File: src/rtl/ysyx_24100005_ifu.sv
// ---------------------------------------------------------------------------
// ysyx_24100005_ifu : instruction fetch unit in front of the single-cycle core
//
// Takes a fetch PC from the core, performs one word read from instruction
// memory (valid/ready request, valid-only response), and hands the result
// (instruction, PC, fault flag) back to the core over a valid/ready handshake.
// Only one fetch is ever outstanding. flush drops whatever is in flight.
//
// Optional build macro: IFU_TIMEOUT_EN
//   defined   : response-wait watchdog of TIMEOUT cycles in WAIT/DRAIN,
//               pulses mem_abort and reports a faulting fetch (WAIT) or
//               returns to IDLE (DRAIN).
//   undefined : no watchdog, mem_abort is constant 0.
//
// Ports
//   clk, rst                 clock, synchronous active-low reset
//   pc_valid/pc_ready/pc_in  fetch request from core (pc_ready combinational)
//   flush                    redirect, discards in-flight work
//   mem_req_*                read request to instruction memory
//   mem_resp_*               read response (single-cycle pulse)
//   mem_abort                cancel outstanding read (watchdog only)
//   inst_valid/inst_ready    instruction handshake to core
//   inst, inst_pc, inst_fault fetched word, its PC, fault flag
// ---------------------------------------------------------------------------
module ysyx_24100005_ifu #(
   parameter logic [31:0] RESET_PC = 32'h8000_0000,
   parameter int          TIMEOUT  = 16
) (
   input  logic        clk,
   input  logic        rst,
   input  logic        pc_valid,
   input  logic [31:0] pc_in,
   output logic        pc_ready,
   input  logic        flush,
   output logic        mem_req_valid,
   output logic [31:0] mem_req_addr,
   input  logic        mem_req_ready,
   input  logic        mem_resp_valid,
   input  logic [31:0] mem_resp_data,
   input  logic        mem_resp_err,
   output logic        mem_abort,
   output logic        inst_valid,
   output logic [31:0] inst,
   output logic [31:0] inst_pc,
   output logic        inst_fault,
   input  logic        inst_ready
);

   localparam logic [2:0] S_IDLE  = 3'd0;
   localparam logic [2:0] S_REQ   = 3'd1;
   localparam logic [2:0] S_WAIT  = 3'd2;
   localparam logic [2:0] S_HOLD  = 3'd3;
   localparam logic [2:0] S_DRAIN = 3'd4;

   logic [2:0]  r_state;
   logic        r_req_valid;
   logic [31:0] r_req_addr;
   logic        r_inst_valid;
   logic [31:0] r_inst;
   logic [31:0] r_inst_pc;
   logic        r_inst_fault;

   logic        w_pc_fire;
   logic        w_tmo_hit;     // watchdog expires this cycle
   logic        w_abort_pend;  // abort was pulsed last cycle while in WAIT

   assign pc_ready  = (r_state == S_IDLE) & ~flush;
   assign w_pc_fire = pc_valid & pc_ready;

`ifdef IFU_TIMEOUT_EN
   localparam int CNT_W = (TIMEOUT < 2) ? 1 : $clog2(TIMEOUT);

   logic [CNT_W-1:0] r_cnt;
   logic             r_abort;
   logic             w_counting;

   // Counting stops (and the counter clears) outside WAIT/DRAIN, on a
   // response, and on the flush that moves WAIT into DRAIN, so every entry
   // to WAIT or DRAIN starts from zero.
   assign w_counting = (((r_state == S_WAIT) & ~r_abort & ~flush) |
                        (r_state == S_DRAIN)) & ~mem_resp_valid;
   assign w_tmo_hit    = w_counting & (r_cnt == CNT_W'(TIMEOUT - 1));
   assign w_abort_pend = r_abort;
   assign mem_abort    = r_abort;

   always_ff @(posedge clk) begin
      if (!rst) begin
         r_cnt   <= '0;
         r_abort <= 1'b0;
      end else begin
         r_abort <= 1'b0;
         if (w_tmo_hit) begin
            r_cnt   <= '0;
            r_abort <= 1'b1;
         end else if (w_counting) begin
            r_cnt <= r_cnt + 1'b1;
         end else begin
            r_cnt <= '0;
         end
      end
   end
`else
   assign w_tmo_hit    = 1'b0;
   assign w_abort_pend = 1'b0;
   assign mem_abort    = 1'b0;
`endif

   always_ff @(posedge clk) begin
      if (!rst) begin
         r_state      <= S_IDLE;
         r_req_valid  <= 1'b0;
         r_req_addr   <= 32'h0;
         r_inst_valid <= 1'b0;
         r_inst       <= 32'h0;
         r_inst_pc    <= RESET_PC;
         r_inst_fault <= 1'b0;
      end else begin
         case (r_state)
            S_IDLE: begin
               if (w_pc_fire) begin
                  r_inst_pc <= pc_in;
                  if (pc_in[1:0] != 2'b00) begin
                     // Misaligned: report a fault without touching memory.
                     r_inst       <= 32'h0;
                     r_inst_fault <= 1'b1;
                     r_inst_valid <= 1'b1;
                     r_state      <= S_HOLD;
                  end else begin
                     r_req_addr  <= pc_in;
                     r_req_valid <= 1'b1;
                     r_state     <= S_REQ;
                  end
               end
            end
            S_REQ: begin
               if (flush) begin
                  // An accepted request still owes a response: drain it.
                  r_req_valid <= 1'b0;
                  r_state     <= mem_req_ready ? S_DRAIN : S_IDLE;
               end else if (mem_req_ready) begin
                  r_req_valid <= 1'b0;
                  r_state     <= S_WAIT;
               end
            end
            S_WAIT: begin
               if (w_abort_pend) begin
                  // Memory will not answer after an abort.
                  if (flush) begin
                     r_state <= S_IDLE;
                  end else begin
                     r_inst       <= 32'h0;
                     r_inst_fault <= 1'b1;
                     r_inst_valid <= 1'b1;
                     r_state      <= S_HOLD;
                  end
               end else if (flush) begin
                  r_state <= mem_resp_valid ? S_IDLE : S_DRAIN;
               end else if (mem_resp_valid) begin
                  r_inst       <= mem_resp_data;
                  r_inst_fault <= mem_resp_err;
                  r_inst_valid <= 1'b1;
                  r_state      <= S_HOLD;
               end
            end
            S_HOLD: begin
               if (flush || inst_ready) begin
                  r_inst_valid <= 1'b0;
                  r_state      <= S_IDLE;
               end
            end
            S_DRAIN: begin
               if (mem_resp_valid || w_tmo_hit) begin
                  r_state <= S_IDLE;
               end
            end
            default: begin
               r_state      <= S_IDLE;
               r_req_valid  <= 1'b0;
               r_inst_valid <= 1'b0;
            end
         endcase
      end
   end

   assign mem_req_valid = r_req_valid;
   assign mem_req_addr  = r_req_addr;
   assign inst_valid    = r_inst_valid;
   assign inst          = r_inst;
   assign inst_pc       = r_inst_pc;
   assign inst_fault    = r_inst_fault;

endmodule

File: config.mk
export PLATFORM = sky130hd
export DESIGN_NAME = ysyx_24100005_ifu
export DESIGN_NICKNAME = d
export VERILOG_FILES = /design/src/rtl/ysyx_24100005_ifu.sv
export SDC_FILE = /design/constraint.sdc
export NUM_CORES = 1
export LEC_CHECK = 0
export CAP_MARGIN = 10
export CORE_UTILIZATION = 45
export CTS_BUF_LIST = sky130_fd_sc_hd__clkbuf_4 sky130_fd_sc_hd__clkbuf_8 sky130_fd_sc_hd__clkbuf_16
export DETAILED_ROUTE_END_ITERATION = 8
export DONT_BUFFER_PORTS = 1
export HOLD_SLACK_MARGIN = 0.1
export PLACE_DENSITY_LB_ADDON = 0.05
export SETUP_SLACK_MARGIN = 0.3
export SYNTH_ARGS = -nofsm -noshare
export SYNTH_HDL_FRONTEND = slang
export SYNTH_SLANG_ARGS = --single-unit
File: constraint.sdc
create_clock -name clk -period 3.4 [get_ports clk]
set_input_delay 0.68 -clock clk [delete_from_list [all_inputs] [get_ports clk]]
set_output_delay 0.68 -clock clk [all_outputs]
set_load 0.02 [all_outputs]
; After elaboration in Yosys (flattened, before gate mapping)
; Index checks and enable logic that the tools add are counted.
[totals]
reg_bits = 102
in_bits = 72
out_inout_bits = 101
word_cells = 68
[classes]
n_eq_ne = 13
muxes = 30
n_bitwise = 6
n_reduce_logical = 12
[ops]
columns = cell, n
row1 = $mux 32, 4
row2 = $pmux 32 s2, 1
row3 = $mux 3, 9
row4 = $pmux 3 s5, 1
row5 = $ne 2x2->1 const B, 6
row6 = $mux 1, 11
row7 = $reduce_and 5->1, 2
row8 = $eq 3x2->1 const B, 2
row9 = $ne 3x3->1 const B, 2
row10 = $reduce_and 6->1, 1
row11 = $not 1->1, 4
row12 = $pmux 1 s4, 1
row13 = $reduce_and 4->1, 1
row14 = $reduce_bool 2->1, 2
row15 = $eq 3x1->1 const B, 1
row16 = $eq 3x3->1 const B, 1
row17 = $logic_not 3->1, 1
row18 = $pmux 1 s3, 1
row19 = $reduce_and 3->1, 1
row20 = $reduce_or 3->1, 1
row21 = $and 1x1->1, 2
row22 = $mux 2, 1
row23 = $ne 2x1->1 const B, 1
row24 = $pmux 1 s2, 1
row25 = 3 further kinds, 3

; Longest topological paths before layout
; Gate-level depths: netlist of the first run.
[logic_depth]
ltp_word = 5
mapped_depth = 9
ltp_nobuf = 5

; Least setup slack after synthesis of the first run
; OpenSTA, ideal clock, no wires.
[synth_timing]
path_type = input to register
startpoint = in flush
endpoint = reg r_inst[0] (netlist: inst[0])
setup_time_ns = 0.072
arrival_ns = 2.120
required_time_ns = 3.328
slack_ns = 1.208
path_stages = 9
path_buffers = 4
path_cell_list = buf_2 > nor4_4 > and2_1 > buf_4 > o21ai_1 > a21boi_1 > buf_4 > buf_8 > mux2i_1
[synth_via]
elab_chain_cells = 5
word_cells_on_any_way = 6
classes_between = eq/ne (2) / bitwise (3) / reduce/logical (1)
[synth_lines]
columns = item, line_no
row1 = start: declaration, 34  ; input logic flush,
row2 = $not 1->1, 67  ; assign pc_ready = (r_state == S_IDLE) & ~flush;
row3 = $and 1x1->1, 67
row4 = net pc_ready, 33  ; output logic pc_ready,
row5 = $and 1x1->1, 68  ; assign w_pc_fire = pc_valid & pc_ready;
row6 = $ne 2x2->1 (no source line), n/a
row7 = $reduce_and 5->1 (no source line), n/a
row8 = end signal: assignment, 159  ; r_inst <= mem_resp_data;
row9 = end: declaration, 59  ; logic [31:0] r_inst;
; The timed path passes the listed nets, and every way through them passes these cells.
; A chain may end at the register's enable or synchronous reset.

; Worst setup path after layout of the first run
[layout_timing]
startpoint = reg r_state[1]
endpoint = reg r_inst[5] (netlist: inst[5])
[layout_via]
elab_chain_cells = 5
word_cells_on_any_way = 11
classes_between = eq/ne (5) / mux (1) / bitwise (2) / reduce/logical (3)
[layout_lines]
columns = item, line_no
row1 = start: declaration, 55  ; logic [2:0] r_state;
row2 = start signal: assignment, 139  ; r_state <= mem_req_ready ? S_DRAIN : S_IDLE;
row3 = start signal: assignment, 157  ; r_state <= mem_resp_valid ? S_IDLE : S_DRAIN;
row4 = $logic_not 3->1, 67
row5 = $and 1x1->1, 67
row6 = net pc_ready, 33
row7 = $and 1x1->1, 68
row8 = $ne 2x2->1 (no source line), n/a
row9 = $reduce_and 5->1 (no source line), n/a
; The timed path passes the listed nets, and every way through them passes these cells.

==> results of run 1 <==
Yosys cell counts:
master and number:
and2_1 1, a21boi_0 7, mux2i_1 32, a21oi_1 53, nor3b_1 2, and3_1 3, buf_8 3, o41ai_1 1
a211oi_1 1, dfxtp_1 102, o221a_2 1, or3b_2 1, or4_1 1, a31oi_1 1, o21ai_0 5, nor3_1 1
clkbuf_1 27, o211a_1 1, nand3b_1 2, nor4_4 1, nor3_2 1, nor4bb_1 1, o211ai_1 1, nand3_1 4
conb_1 1, nand2b_1 1, nand2_1 193, o21ai_1 1, inv_1 2, a21boi_1 7, buf_4 3, buf_2 4
nor2_1 9
cell type report:
cell class,count,area (µm²),share of cell area
Timing Repair Buffer,7,52.6,0.0127
Sequential cell,102,2040,0.492
Clock inverter,6,93.8,0.0226
Inverter,2,7.51,0.00181
Clock buffer,10,131,0.0316
Tap cell,105,131,0.0316
Multi-Input combinational cell,333,1700,0.408
per-layer routing:
layer | share of wire | vias to the layer above
li1 | - | 1496
met1 | 0.42 | 1321
met2 | 0.47 | 107
met3 | 0.099 | 8
met4 | 0.011 | 0
met5 | 0 | -
stage by stage:
stage | utilization | cell area (µm²) | hold slack, ps | setup slack (ps) | std cells
2_1_floorplan | - | 3920 | 533 | 1210 | 474
3_3_place_gp | 0.473 | 3930 | 541 | 1080 | 549
3_5_place_dp | 0.473 | 3930 | 547 | 1040 | 549
4_1_cts | 0.501 | 4150 | 381 | 1070 | 565
5_1_grt | 0.501 | 4150 | 383 | 884 | 565
6_report | 0.501 | 4150 | 405 | 1090 | 565
logic make-up (layout without fill, tap and decap cells):
kind of cell / count (synthesis) / count (layout)
compound gates: 79 / 79
buf+inv: 39 / 25
flops: 102 / 102
mux: 32 / 32
other cells: 1 / 1
simple gates: 221 / 221
power groups by stage:
stage | Combinational, mW | Sequential [mW] | Clock, mW
2_1_floorplan | 0.435 | 1.46 | 0
3_3_place_gp | 0.444 | 1.51 | 0
3_5_place_dp | 0.452 | 1.51 | 0
4_1_cts | 0.454 | 1.49 | 0.877
5_1_grt | 0.501 | 1.50 | 0.924
6_report | 0.447 | 1.49 | 0.847
registers in the layout, summed over array words and instances, names as in the netlist:
name           count
inst              32
inst_pc           32
mem_req_addr      32
r_state            3
inst_fault         1
inst_valid         1
mem_req_valid      1
cells in the final DEF (no fill, tap or decap), drive strengths merged, types with 4 or more instances in the layout:
master	netlist	final
nand3	4	4
nor2	9	9
dfxtp	102	102
mux2i	32	32
o21ai	6	6
buf	10	7
nand2	193	193
a21boi	14	14
clkbuf	27	10
a21oi	53	53
worst min path at each step:
stage	cells after the start	to	start	slack (ps)
after floorplan	2	mem_req_addr[20]	mem_req_addr[20]	530
after global placement	2	inst_pc[16]	inst_pc[16]	540
after detailed placement	2	inst_pc[17]	inst_pc[17]	550
after CTS	1	inst_pc[31]	rst	380
after global routing	1	inst_pc[31]	rst	380
final	1	inst_pc[31]	rst	400
==> flow_metrics.env, run 1 <==
export IMPL_run_status="complete, no violations"
export IMPL_ff2ff_path_depth=6
export IMPL_initial_core_util=0.472
export IMPL_slowest_delay_ps=540
export IMPL_rsz0062_at_grt="no"
export IMPL_fin_skew_ps=12.6
export IMPL_root_buffer="clkbuf_8"
export IMPL_first_pass_iters=4
export IMPL_grt_busiest_layer="met2"
export IMPL_place_detailed_hpwl_mm=6.07
export IMPL_setup_tns_ps=0
export IMPL_max_freq_ghz=0.432
export IMPL_ys_ff_latch=102
export IMPL_cp_slowest_cell="nor4_4"
export IMPL_avgSynthCellArea_um2=8.26
export IMPL_syn_num_nets=546
export IMPL_ys_warn_count=0
export IMPL_grtUsageMet3=0.0686
export IMPL_synth_simple_area_share=0.230
export IMPL_synthAdderAreaFrac=0
export IMPL_final_max_slew_violation_count=0
export IMPL_num_rows=33
export IMPL_min_period_ps=2310
export IMPL_dieHeight_um=95.3
export IMPL_cts_resized=0
export IMPL_gp_congestion=0.766
export IMPL_hold_viol_final=0
export IMPL_combPwrFrac=0.161
export IMPL_synth_top_area_share=0.521
export IMPL_synth_area_top_cells="dfxtp_1 (52%), nand2_1 (18%), mux2i_1 (8.2%)"
export IMPL_synth_compound_area_frac=0.115
export IMPL_overflow=0
export IMPL_clockBufferDepth=2
export IMPL_drt_total_wl_mm=8.88
export IMPL_rr_endpoint="inst[5]"
export IMPL_grt_pass1_wl_mm=13.6
export IMPL_insertion_delay_ps=350
export IMPL_fillCellCount=843
export IMPL_rrSetupSlack_ps=1090
export IMPL_io_pins=173
export IMPL_power_ir_vdd_worst_uv=280
export IMPL_cp_end_kind="register"
export IMPL_synthCells=474
export IMPL_nets=527
export IMPL_floorplan_die_area_um2=9080
export IMPL_track_usage=0.195
export IMPL_seq_area_frac_synth=0.521
export IMPL_h_tree_depth=3
export IMPL_p_int_mw=1.89
export IMPL_grt_max_degree=57
export IMPL_reg2reg_from="r_state[1]"
export IMPL_synth_top_family_by_area="simple AND/OR/NAND/NOR gates"
export IMPL_tightest_slew_ps=1080
export IMPL_p_switching_mw=0.888
export IMPL_cts_buffers=9
export IMPL_synthDistinctLibCells=33
export IMPL_path_max_fanout=33
export IMPL_drv_cap=0
export IMPL_required_ps=3680
export IMPL_hold_path_class="in -> reg"
export IMPL_swShare=0.319
export IMPL_cp_startpoint="r_state[1]"
export IMPL_diodes=0
export IMPL_finalPower_mw=2.78
export IMPL_worstPathArrival_ps=2600
export IMPL_clkTransAtPathRegs_ps=100
export IMPL_drtIter0Drc=124
export IMPL_port_buffers=0
export IMPL_crit_chain="nor4_4, and2_1, o21ai_1, a21boi_4, buf_4, mux2i_1"
export IMPL_finalSetupViolCount=0
export IMPL_vias=2932
export IMPL_post_cts_buffers=0
export IMPL_yosysTopAreaCell="dfxtp_1"
export IMPL_p_clk_frac=0.305
export IMPL_worst_path_stages=6
export IMPL_drc=0
export IMPL_holdBufCountCts=0
export IMPL_drive_above_1_share=0.0609
export IMPL_antenna_found_initial=0
export IMPL_powerDensity_nw_per_um2=669
export IMPL_vias_per_cell=5.19
export IMPL_cts_tree="yes"
export IMPL_synth_xor_xnor_area_share=0
export IMPL_maxSlewHeadroom=0.278
export IMPL_synth_area_um2=3920
export IMPL_detail_route_antenna_nets=0
export IMPL_start_kind="register"
export IMPL_core_um2=8300
export IMPL_cts_sinks=102
export IMPL_cp_top_family="simple AND/OR/NAND/NOR gates"
export IMPL_worstPathBufferInverterCount=1
export IMPL_finalCritPeriodShare=0.680
export IMPL_grt_pass1_vias=2803
export IMPL_die_w_um=95.3
export IMPL_crit_type="reg -> reg"
export IMPL_syn2layout_area_growth_pct=6.07
export IMPL_met1_usage=0.225
export IMPL_wire_per_inst_um=15.7
export IMPL_grtUsageMet2=0.329
export IMPL_crit_end="inst[5]"
export IMPL_leakagePower_nw=1.41
export IMPL_seq_power_share=0.535
export IMPL_synth_mux_area_frac=0.0818
(Power assumes the default switching activity.)
==> run 2, diff against run 1 <==
==> constraint.sdc (replaced) <==
create_clock -name clk -period 2 [get_ports clk]
set_input_delay 0.4 -clock clk [delete_from_list [all_inputs] [get_ports clk]]
set_output_delay 0.4 -clock clk [all_outputs]
set_load 0.02 [all_outputs]
==> flow_metrics.env, run 2 (synthesized netlist as in run 1, its figures left out) <==
export IMPL_run_status="complete, no violations"
export IMPL_start_kind="register"
export IMPL_vias_per_cell=5.26
export IMPL_cp_end_kind="primary output"
export IMPL_antenna_found_initial=0
export IMPL_layout_common_cells="nand2_1 (193), dfxtp_1 (101), a21oi_1 (53)"
export IMPL_fin_skew_ps=4.75
export IMPL_floorplan_die_area_um2=9080
export IMPL_drc=0
export IMPL_drive_above_1_share=0.0973
export IMPL_crit_type="reg -> out"
export IMPL_nets=540
export IMPL_fillCellCount=801
export IMPL_first_pass_iters=4
export IMPL_reg2reg_from="r_state[1]"
export IMPL_hp_start="rst"
export IMPL_powerDensity_nw_per_um2=1110
export IMPL_finalCritPeriodShare=0.827
export IMPL_h_tree_depth=3
export IMPL_track_usage=0.193
export IMPL_vias=3039
export IMPL_worstPathArrival_ps=1250
export IMPL_min_period_ps=1650
export IMPL_num_rows=33
export IMPL_holdBufCountCts=0
export IMPL_cts_buffers=9
export IMPL_syn2layout_area_growth_pct=10.3
export IMPL_clkTransAtPathRegs_ps=100
export IMPL_rrSetupSlack_ps=360
export IMPL_clockBufferDepth=2
export IMPL_root_buffer="clkbuf_8"
export IMPL_rr_endpoint="inst[31]"
export IMPL_holdPathStages=1
export IMPL_gp_congestion=0.757
export IMPL_whs_ps=137
export IMPL_diodes=0
export IMPL_dieHeight_um=95.3
export IMPL_path_max_fanout=2
export IMPL_grt_pass1_wl_mm=13.5
export IMPL_hold_path_class="in -> reg"
export IMPL_cts_sinks=102
export IMPL_drv_cap=0
export IMPL_initial_core_util=0.472
export IMPL_cts_tree="yes"
export IMPL_overflow=0
export IMPL_power_ir_vdd_worst_uv=371
export IMPL_hold_viol_final=0
export IMPL_setup_tns_ps=0
export IMPL_layout_commonest_cell="nand2_1"
export IMPL_grt_pass1_vias=2734
export IMPL_rsz0062_at_grt="yes"
export IMPL_drt_total_wl_mm=9.30
export IMPL_finalSetupViolCount=0
export IMPL_port_buffers=0
export IMPL_place_detailed_hpwl_mm=6.17
export IMPL_leakagePower_nw=1.48
export IMPL_max_freq_ghz=0.605
export IMPL_core_um2=8300
export IMPL_die_w_um=95.3
export IMPL_insertion_delay_ps=360
export IMPL_detail_route_antenna_nets=0
export IMPL_hold_end="inst_pc[31]"
export IMPL_grt_max_degree=57
export IMPL_drtIter0Drc=97
export IMPL_required_ps=1600
export IMPL_final_max_slew_violation_count=0
export IMPL_io_pins=173
export IMPL_wire_per_inst_um=16.1
export IMPL_ff2ff_path_depth=6
## run 2: layout make-up
type,count,area (µm²),share of cell area
Clock buffer,9,124,0.0287
Clock inverter,7,81.3,0.0188
Inverter,2,7.51,0.00174
Multi-Input combinational cell,333,1720,0.399
Sequential cell,102,2040,0.473
Tap cell,105,131,0.0304
Timing Repair Buffer,20,209,0.0484
## run 2: worst max-delay path by stage
stage | start | end | slack (ps)
6_report | r_state[1] | pc_ready | 350
4_1_cts | r_state[2] | inst[22] | 300
3_3_place_gp | r_state[2] | inst[24] | 390
5_1_grt | r_state[1] | inst[15] | 280
3_5_place_dp | r_state[2] | inst[12] | 320
2_1_floorplan | flush | inst[0] | 130
## run 2: through the flow
| step | std cells | setup WS, ps | area, µm² | power (mW) | util |
|---|---|---|---|---|---|
| after floorplan | 474 | 135 | 3930 | 3.24 | - |
| after global placement | 558 | 389 | 4010 | 3.40 | 0.483 |
| after detailed placement | 558 | 315 | 4010 | 3.42 | 0.483 |
| after CTS | 574 | 302 | 4210 | 4.75 | 0.508 |
| after global routing | 578 | 283 | 4320 | 5.07 | 0.520 |
| final | 578 | 346 | 4320 | 4.81 | 0.520 |
## run 2: layer usage
| metal | vias up | track usage | wire, µm |
|---|---|---|---|
| li1 | 1523 | - | - |
| met1 | 1383 | 0.232 | 3760 |
| met2 | 124 | 0.315 | 4440 |
| met3 | 9 | 0.0670 | 992 |
| met4 | 0 | 0.0758 | 105 |
| met5 | - | 0 | 0 |
## run 2: report_power, final
part           internal (mW)  switching [mW]  total [mW]
sequential              2.19           0.281        2.47
clock                  0.594           0.734        1.33
combinational          0.446           0.566        1.01
## run 2: critical path: stages, from the launching register on
cell and delay (ps):
dfxtp_2 350, nor4_4 260, buf_4 150, buf_4 130
## run 2: what timing repair did
item,in CTS,in global routing
setup buffers,0,1
resized for setup,0,8
setup endpoints to repair,0,38
